### src/rtl/fifo_push_arbiter_pkg.sv
// fifo_push_arbiter shared types and defaults.
// Imported by the arbiter top and its bench.
package fifo_push_arbiter_pkg;

  typedef enum logic {
    IDLE = 1'b0,
    LOCK = 1'b1
  } state_t;

  localparam int DEF_DATA_WIDTH = 128;

endpackage

### src/rtl/rr_pick.sv
// Rotate-priority-rotate-back one-hot picker.
// Lowest set bit at or after ptr, searched cyclically.
module rr_pick #(
  parameter  int N  = 2,
  localparam int IW = $clog2(N),
  localparam int SW = IW + 1
) (
  input  logic [N-1:0]  req,
  input  logic [IW-1:0] ptr,
  output logic [N-1:0]  gnt,
  output logic [IW-1:0] idx,
  output logic          any
);

  logic [2*N-1:0] dbl;
  logic [N-1:0]   rot;
  logic [IW-1:0]  pos;
  logic [SW-1:0]  sum;

  always_comb begin
    dbl = {req, req};
    rot = dbl[{1'b0, ptr} +: N];
    pos = '0;
    for (int i = N - 1; i >= 0; i--) begin
      if (rot[i]) pos = IW'(i);
    end
    sum = {1'b0, pos} + {1'b0, ptr};
    if (sum >= SW'(N)) sum = sum - SW'(N);
    idx = sum[IW-1:0];
    any = |req;
    gnt = '0;
    if (any) gnt[idx] = 1'b1;
  end

endmodule

### src/rtl/fifo_push_arbiter.sv
// Round-robin push-port arbiter with packet lock,
// registered output stage and flush.
module fifo_push_arbiter
  import fifo_push_arbiter_pkg::*;
#(
  parameter  int NUM_REQ    = 2,
  parameter  int DATA_WIDTH = DEF_DATA_WIDTH,
  parameter  int MAX_BURST  = 8,
  localparam int IW = $clog2(NUM_REQ),
  localparam int CW = $clog2(MAX_BURST + 1)
) (
  input  logic                          clk,
  input  logic                          rst,
  input  logic                          flush,
  input  logic [NUM_REQ-1:0]            req_valid,
  input  logic [NUM_REQ-1:0]            req_last,
  input  logic [NUM_REQ*DATA_WIDTH-1:0] req_data,
  output logic [NUM_REQ-1:0]            req_ready,
  output logic                          fifo_push,
  output logic [DATA_WIDTH-1:0]         fifo_push_data,
  input  logic                          fifo_push_stall,
  output logic [IW-1:0]                 grant_idx,
  output logic                          locked
);

  state_t          state, state_n;
  logic [IW-1:0]   rr_ptr, rr_ptr_n;
  logic [IW-1:0]   owner, owner_n;
  logic [CW-1:0]   beat_cnt, beat_cnt_n;
  logic [CW-1:0]   cnt_inc;
  logic            out_valid;
  logic [DATA_WIDTH-1:0] out_data;

  logic            can_load;
  logic            accept;
  logic            win_valid;
  logic            win_last;
  logic [IW-1:0]   win_idx;
  logic [DATA_WIDTH-1:0] win_data;

  logic [NUM_REQ-1:0] pick_gnt;
  logic [IW-1:0]      pick_idx;
  logic               pick_any;

  function automatic logic [IW-1:0] ptr_inc(
    input logic [IW-1:0] v
  );
    if (v == IW'(NUM_REQ - 1)) return '0;
    return v + IW'(1);
  endfunction

  rr_pick #(
    .N(NUM_REQ)
  ) u_pick (
    .req (req_valid),
    .ptr (rr_ptr),
    .gnt (pick_gnt),
    .idx (pick_idx),
    .any (pick_any)
  );

  always_comb begin
    state_n    = state;
    rr_ptr_n   = rr_ptr;
    owner_n    = owner;
    beat_cnt_n = beat_cnt;
    req_ready  = '0;
    can_load   = ~out_valid | ~fifo_push_stall;
    win_idx    = pick_idx;
    win_valid  = pick_any;
    cnt_inc    = CW'(1);
    if (state == LOCK) begin
      win_idx   = owner;
      win_valid = req_valid[owner];
      cnt_inc   = beat_cnt + CW'(1);
    end
    accept   = win_valid & can_load & ~flush;
    win_last = req_last[win_idx];
    win_data = req_data[win_idx*DATA_WIDTH +: DATA_WIDTH];

    unique case (state)
      IDLE: if (accept) req_ready = pick_gnt;
      LOCK: if (accept) req_ready[owner] = 1'b1;
    endcase

    if (flush) begin
      state_n    = IDLE;
      beat_cnt_n = '0;
    end else if (accept) begin
      owner_n = win_idx;
      // a full burst releases even mid-packet
      if (win_last || cnt_inc == CW'(MAX_BURST)) begin
        state_n    = IDLE;
        beat_cnt_n = '0;
        rr_ptr_n   = ptr_inc(win_idx);
      end else begin
        state_n    = LOCK;
        beat_cnt_n = cnt_inc;
      end
    end
  end

  always_ff @(posedge clk or negedge rst) begin
    if (!rst) begin
      state    <= IDLE;
      rr_ptr   <= '0;
      owner    <= '0;
      beat_cnt <= '0;
    end else begin
      state    <= state_n;
      rr_ptr   <= rr_ptr_n;
      owner    <= owner_n;
      beat_cnt <= beat_cnt_n;
    end
  end

  always_ff @(posedge clk or negedge rst) begin
    if (!rst) begin
      out_valid <= 1'b0;
      out_data  <= '0;
    end else if (flush) begin
      out_valid <= 1'b0;
    end else if (accept) begin
      out_valid <= 1'b1;
      out_data  <= win_data;
    end else if (!fifo_push_stall) begin
      out_valid <= 1'b0;
    end
  end

  assign fifo_push      = out_valid;
  assign fifo_push_data = out_data;
  assign grant_idx      = owner;
  assign locked         = (state == LOCK);

endmodule
### config.mk
export PLATFORM = sky130hd
export DESIGN_NAME = fifo_push_arbiter
export DESIGN_NICKNAME = d
export VERILOG_FILES = /design/src/rtl/fifo_push_arbiter_pkg.sv /design/src/rtl/rr_pick.sv /design/src/rtl/fifo_push_arbiter.sv
export SDC_FILE = /design/constraint.sdc
export NUM_CORES = 1
export LEC_CHECK = 0
export ABC_AREA = 1
export CAP_MARGIN = 0
export CORE_AREA = 3 3 155 157
export DETAILED_ROUTE_END_ITERATION = 8
export DIE_AREA = 0 0 158 160
export RECOVER_POWER = 100
export SLEW_MARGIN = 20
export SYNTH_ARGS = -nofsm -noshare
export SYNTH_HDL_FRONTEND = slang
export SYNTH_SLANG_ARGS = --single-unit
### constraint.sdc
create_clock -name clk -period 4.25 [get_ports clk]
set_input_delay 1.0625 -clock clk [delete_from_list [all_inputs] [get_ports clk]]
set_output_delay 1.0625 -clock clk [all_outputs]
set_load 0.03 [all_outputs]
==> flow_summary.yaml, run 1 <==
worst_setup_path:
  reg2reg_slack_ns: 1.61
  worst_ep_required_time_ns: 3.19
  cp-start-kind: "primary input"
  reg2reg_depth: 8
  path_max_fanout: 10
  reg2reg_from: "locked$_DFFE_PN0P_"
  crit_type: "primary input to output pin"
  r2r-end: "fifo_push_data[16]$_DFFE_PN0P_"
  cp.arrival_ns: 2.59
  crit_path_end_kind: "output pin"
cts:
  postCtsSetupBuffers: 0
  cts_buffers: 17
  numClockSinks: 136
  hold_buffers: 0
  h-tree-depth: 4
  clk_pin_slew_ns: 0.06
  root_buffer: "clkbuf_16"
  clock_path_buffers: 2
  cts.repair.resized: 0
  clock_latency_ns: 0.42
  cts_tree: "built"
drt:
  avgViaCountPerCell: 4.50
  post-route-drc-count: 0
  drt_iter0_drc: 334
  wl_per_cell_um: 16.0
  totalWireLength_um: 24500
  vias: 6883
  dr.pass1.iters: 4
  ant_nets: 0
place:
  gp_congestion: 0.787
  io_buffers: 396
  placedCellCount: 1495
  dpl.hpwl_um: 17200
floorplan:
  die_h_um: 160
  initial_utilization: 0.287
  rows: 55
  num_io_pins: 397
  coreArea_um2: 22600
  die-area_um2: 25300
  die_w_um: 158
global_route:
  top_usage_layer: "met2"
  grt_max_degree: 223
  antenna_found_initial: 1
  grt_pass1_vias: 6800
  grt_pass1_wl_um: 37500
  grt_use_met2: 0.309
  grt_use_total: 0.189
  overflow: 0
  grtUsageMet3: 0.0648
  met1_usage: 0.233
sta:
  maxSlewViolCount: 159
  totalNegativeSetupSlack_ns: 0
  final_hold_viol_count: 0
  relSlewSlack: -0.0906
  max_freq_mhz: 274
  period_share: 0.860
  timing.final.crit_period_ns: 3.66
  worst_pin_slew_ns: 1.64
  setup_viol: 0
  rsz0062_at_grt: "no"
  clock_skew_ns: 0.00808
finish:
  mostFrequentLayoutCells: "clkdlybuf4s50_1, nand2_1, nor2_1"
  multiInputGateArea_um2: 2740
  drive_above_1_share: 0.0370
  seq_area_um2: 3400
  layout_commonest_cell: "clkdlybuf4s50_1"
  fin_cells: 1528
  fillerInstances: 2235
  syn2layout_area_growth_pct: 71.4
  nets: 1494
synth:
  synthCells: 862
  synth_top_family_by_area: "simple AND/OR/NAND/NOR gates"
  netlist_top_cells_area: "dfrtp_1, nand2_1, nor2_1"
  synth_top_cell_by_area: "dfrtp_1"
  yosysSeqAreaShare: 0.525
  synthXorXnorAreaFrac: 0
  synth-compound-area-share: 0.131
  yosysWarnings: 0
  yosys.area.top_type_share: 0.525
  synthAdderAreaFrac: 0.00193
  yosys_register_bits: 136
  netlist_area_um2: 6490
  synth_nets: 1127
  synthSimpleGateAreaFrac: 0.289
  synthMuxAreaShare: 0
  ys_types: 22
  syn_area_per_cell_um2: 7.53
power:
  p_sw_w: 0.00281
  power.share.combinational: 0.480
  internal-power_w: 0.00363
  p_leak_nw: 5.20
  swShare: 0.436
  pwr-share-seq: 0.307
  power_density_nw_per_um2: 579
  ir_drop_mv: 0.259
  pwr-share-clk: 0.213
job:
  drv_cap: 2
outcome:
  failed_checks: "max-capacitance violations, max-slew violations"
  status: "finished, violations left"
min_path:
  hold_start: "fifo_push_data[119]$_DFFE_PN0P_"
  hold_path_class: "flop to flop"
  holdPathStages: 2
  min_to: "fifo_push_data[119]$_DFFE_PN0P_"
-- cell type report --
class,count,area share
Timing Repair Buffer,404,0.362
Sequential cell,136,0.306
Multi-Input combinational cell,659,0.246
Clock buffer,19,0.0398
Tap cell,285,0.0321
Clock inverter,13,0.00878
Inverter,11,0.00428
Antenna cell,1,0.000225
-- power by group through the flow --
stage          registers (W)  clock network, W  logic (W)
4_1_cts              0.00201           0.00143    0.00333
5_1_grt              0.00204           0.00148    0.00335
3_3_place_gp         0.00200                 0    0.00332
3_5_place_dp         0.00201                 0    0.00333
2_1_floorplan        0.00290                 0   0.000911
6_report             0.00198           0.00137    0.00309
-- synth_stat cells --
cell      number
buf_4          5
nor2_1       227
a31o_2         1
nand2_1      251
nor2_4         1
nand3_1        3
clkbuf_1      13
o21ai_1       76
nand2_2        1
nor3_1         1
o21ai_0       89
inv_1          8
inv_4          1
o21a_1         1
nand3_2        1
dfrtp_1      136
nand4_1        5
buf_6          5
inv_2          2
a21oi_1        1
buf_2         33
ha_1           1
-- flip-flops by register name, summed over array words and instances, names as in the netlist --
register        count
beat_cnt            4
fifo_push           1
fifo_push_data    128
grant_idx           1
locked              1
rr_ptr              1
-- cell families after synthesis --
family | Yosys count
and+or+nand+nor | 490
AOI/OAI and AO/OA | 168
DFF | 136
buffers and inverters | 67
adders and majority gates | 1
-- worst max-delay path by stage --
stage          depth (start not counted)         start           end
2_1_floorplan                          8  req_valid[0]  req_ready[0]
3_3_place_gp                           8  req_valid[1]  req_ready[1]
3_5_place_dp                           8  req_valid[1]  req_ready[1]
4_1_cts                                8  req_valid[1]  req_ready[1]
5_1_grt                                8  req_valid[0]  req_ready[1]
6_report                               8  req_valid[0]  req_ready[1]
-- worst max-delay path: stages --
cell           delay [ns]
dlygate4sd3_1        0.54
nand2_1              0.08
nand2_1              0.10
nand2_2              0.07
nor2_4               0.25
nand2_1              0.11
inv_1                0.07
clkbuf_1             0.32
-- through the flow --
| stage | power (W) | utilization | setup slack (ns) | hold WS [ns] | instance area (um2) |
|---|---|---|---|---|---|
| after floorplan | 0.00381 | - | 1.01 | 0.450 | 6490 |
| after global placement | 0.00532 | 0.468 | 0.815 | 0.461 | 10600 |
| after detailed placement | 0.00534 | 0.468 | 0.808 | 0.465 | 10600 |
| after CTS | 0.00677 | 0.492 | 0.805 | 0.481 | 11100 |
| after global routing | 0.00688 | 0.491 | 0.378 | 0.489 | 11100 |
| final | 0.00644 | 0.491 | 0.595 | 0.471 | 11100 |
-- layer usage --
layer | share of wire | wire length, um
met1 | 0.42 | 10200
met2 | 0.48 | 11700
met3 | 0.084 | 2070
met4 | 0.023 | 554
met5 | 0 | 0
No activity file was read; power rests on OpenSTA's default activity.
==> run 2, diff against run 1 <==
--- a/config.mk
+++ b/config.mk
@@ -7,9 +7,10 @@
 export LEC_CHECK = 0
 export ABC_AREA = 1
 export CAP_MARGIN = 0
-export CORE_AREA = 3 3 155 157
+export CORE_AREA = 2 2 154 156
+export CTS_CLUSTER_DIAMETER = 200
 export DETAILED_ROUTE_END_ITERATION = 8
-export DIE_AREA = 0 0 158 160
+export DIE_AREA = 0 0 156 158
 export RECOVER_POWER = 100
 export SLEW_MARGIN = 20
 export SYNTH_ARGS = -nofsm -noshare
==> constraint.sdc (replaced) <==
create_clock -name clk -period 4.4 [get_ports clk]
set_input_delay 1.1 -clock clk [delete_from_list [all_inputs] [get_ports clk]]
set_output_delay 1.1 -clock clk [all_outputs]
set_load 0.03 [all_outputs]
==> run 2 against run 1 <==
The run still ends with max-capacitance violations, max-slew violations left. Combinational power shrank 4%. Power decreased by 3.3%. Sequential share of layout area hardly changed. Core utilization decreased by 0.94 points. Via count down 0.23%. Routed wire length decreased by 3.2%. Register-to-register slack improved by 0.06 ns. Count of clock-buffer cells in the layout is 1 lower. Clock power barely moved.
==> flow_summary.yaml, run 2 (same netlist as run 1, synthesis figures left out) <==
power:
  p_leak_nw: 5.21
  ir_drop_mv: 0.343
  power_density_nw_per_um2: 561
  total_power_w: 0.00623
finish:
  multiInputGateArea_um2: 2730
  final_area_um2: 11100
  syn2layout_area_growth_pct: 71.1
  largest_register_ffs: 128
  post-route-util: 0.482
  fillerInstances: 2321
  seq_area_um2: 3400
  mostFrequentLayoutCells: "clkdlybuf4s50_1, nand2_1, nor2_1"
  nets: 1493
  drive_above_1_share: 0.0355
  layout_commonest_cell: "clkdlybuf4s50_1"
global_route:
  grt_max_degree: 223
  grt_pass1_vias: 6676
  antenna_found_initial: 1
  grt_use_total: 0.186
  grt_pass1_wl_um: 35800
  overflow: 0
cts:
  clk_pin_slew_ns: 0.06
  clock_path_buffers: 2
  h-tree-depth: 4
  clock_latency_ns: 0.42
  numClockSinks: 136
  root_buffer: "clkbuf_16"
  postCtsSetupBuffers: 0
  hold_buffers: 0
  cts_buffers: 17
  cts.repair.resized: 0
  cts_tree: "built"
sta:
  clock_skew_ns: 0.0116
  rsz0062_at_grt: "no"
  timing.final.crit_period_ns: 3.89
  worst_pin_slew_ns: 2.50
  totalNegativeSetupSlack_ns: 0
  setup_ws_ns: 0.513
  relSlewSlack: -0.670
  max_freq_mhz: 257
  maxSlewViolCount: 226
  final_hold_viol_count: 0
  period_share: 0.883
  setup_viol: 0
min_path:
  hold_start: "fifo_push_data[103]$_DFFE_PN0P_"
  holdPathStages: 2
  hold_path_class: "flop to flop"
  min_to: "fifo_push_data[103]$_DFFE_PN0P_"
place:
  place_area_um2: 10600
  dpl.hpwl_um: 16300
  io_buffers: 396
  pre_cts_ws_ns: 0.737
  gp_congestion: 0.774
floorplan:
  initial_utilization: 0.281
  rows: 56
  num_io_pins: 397
  coreArea_um2: 23100
  die_w_um: 156
  die_h_um: 158
  die-area_um2: 24600
job:
  drv_cap: 2
worst_setup_path:
  cp-start-kind: "primary input"
  path_max_fanout: 17
  crit_path_end_kind: "output pin"
  reg2reg_slack_ns: 1.67
  worst_ep_required_time_ns: 3.30
  r2r-end: "rr_ptr$_DFFE_PN0P_"
  crit_type: "primary input to output pin"
  cp.arrival_ns: 2.79
  reg2reg_from: "locked$_DFFE_PN0P_"
  reg2reg_depth: 9
drt:
  ant_nets: 0
  drt_iter0_drc: 456
  avgViaCountPerCell: 4.49
  dr.pass1.iters: 4
  totalWireLength_um: 23700
  wl_per_cell_um: 15.5
  post-route-drc-count: 0
  vias: 6867
outcome:
  status: "finished, violations left"
  failed_checks: "max-capacitance violations, max-slew violations"
==> run 2: cell types whose count changed in the layout (fill, tap and decap cells not counted), sizes merged <==
cell	before	now
clkinvlp	7	4
buf	6	4
bufinv	0	1
clkdlybuf4s50	261	260
clkinv	3	4
dlygate4sd3	132	133
inv	14	15
==> run 2: worst max-delay path: stages <==
cell and delay (ns):
dlygate4sd3_1 0.57, nand2_1 0.08, nand2_1 0.10, nand2_2 0.07
nor2_4 0.35, nand2_1 0.13, inv_1 0.08, clkbuf_1 0.31
==> run 2: power breakdown <==
group	total, W	switching, W	internal, W
Clock	0.00136	0.000578	0.000780
Sequential	0.00191	0.000229	0.00169
Combinational	0.00296	0.00188	0.00107
==> run 2: how the worst max path moves through the flow <==
stage,start,to,slack (ns)
after CTS,req_valid[1],req_ready[1],0.73
after detailed placement,req_valid[1],req_ready[1],0.74
after floorplan,req_valid[0],req_ready[0],1.08
after global routing,req_valid[1],req_ready[1],0.37
final,req_valid[1],req_ready[1],0.51
after global placement,req_valid[1],req_ready[1],0.74
==> run 2: final cells by class <==
class                           instances  share of cell area
Tap cell                              290              0.0327
Timing Repair Buffer                  403               0.361
Clock buffer                           18              0.0387
Antenna cell                            1            0.000225
Inverter                               11             0.00439
Clock inverter                         13              0.0110
Multi-Input combinational cell        659               0.246
Sequential cell                       136               0.307
==> run 2: metrics by stage <==
step | hold slack, ns | instances
2_1_floorplan | 0.450 | 862
3_3_place_gp | 0.461 | 1499
3_5_place_dp | 0.465 | 1499
4_1_cts | 0.481 | 1530
5_1_grt | 0.488 | 1531
6_report | 0.469 | 1531
==> run 2: routing by layer <==
metal  track usage  wire (um)  vias to the layer above
met3        0.0531       1780                       32
met5             0          0                        -
li1              -          -                     3470
met2         0.323      11800                      247
met4        0.0699        517                        0
met1         0.219       9600                     3118
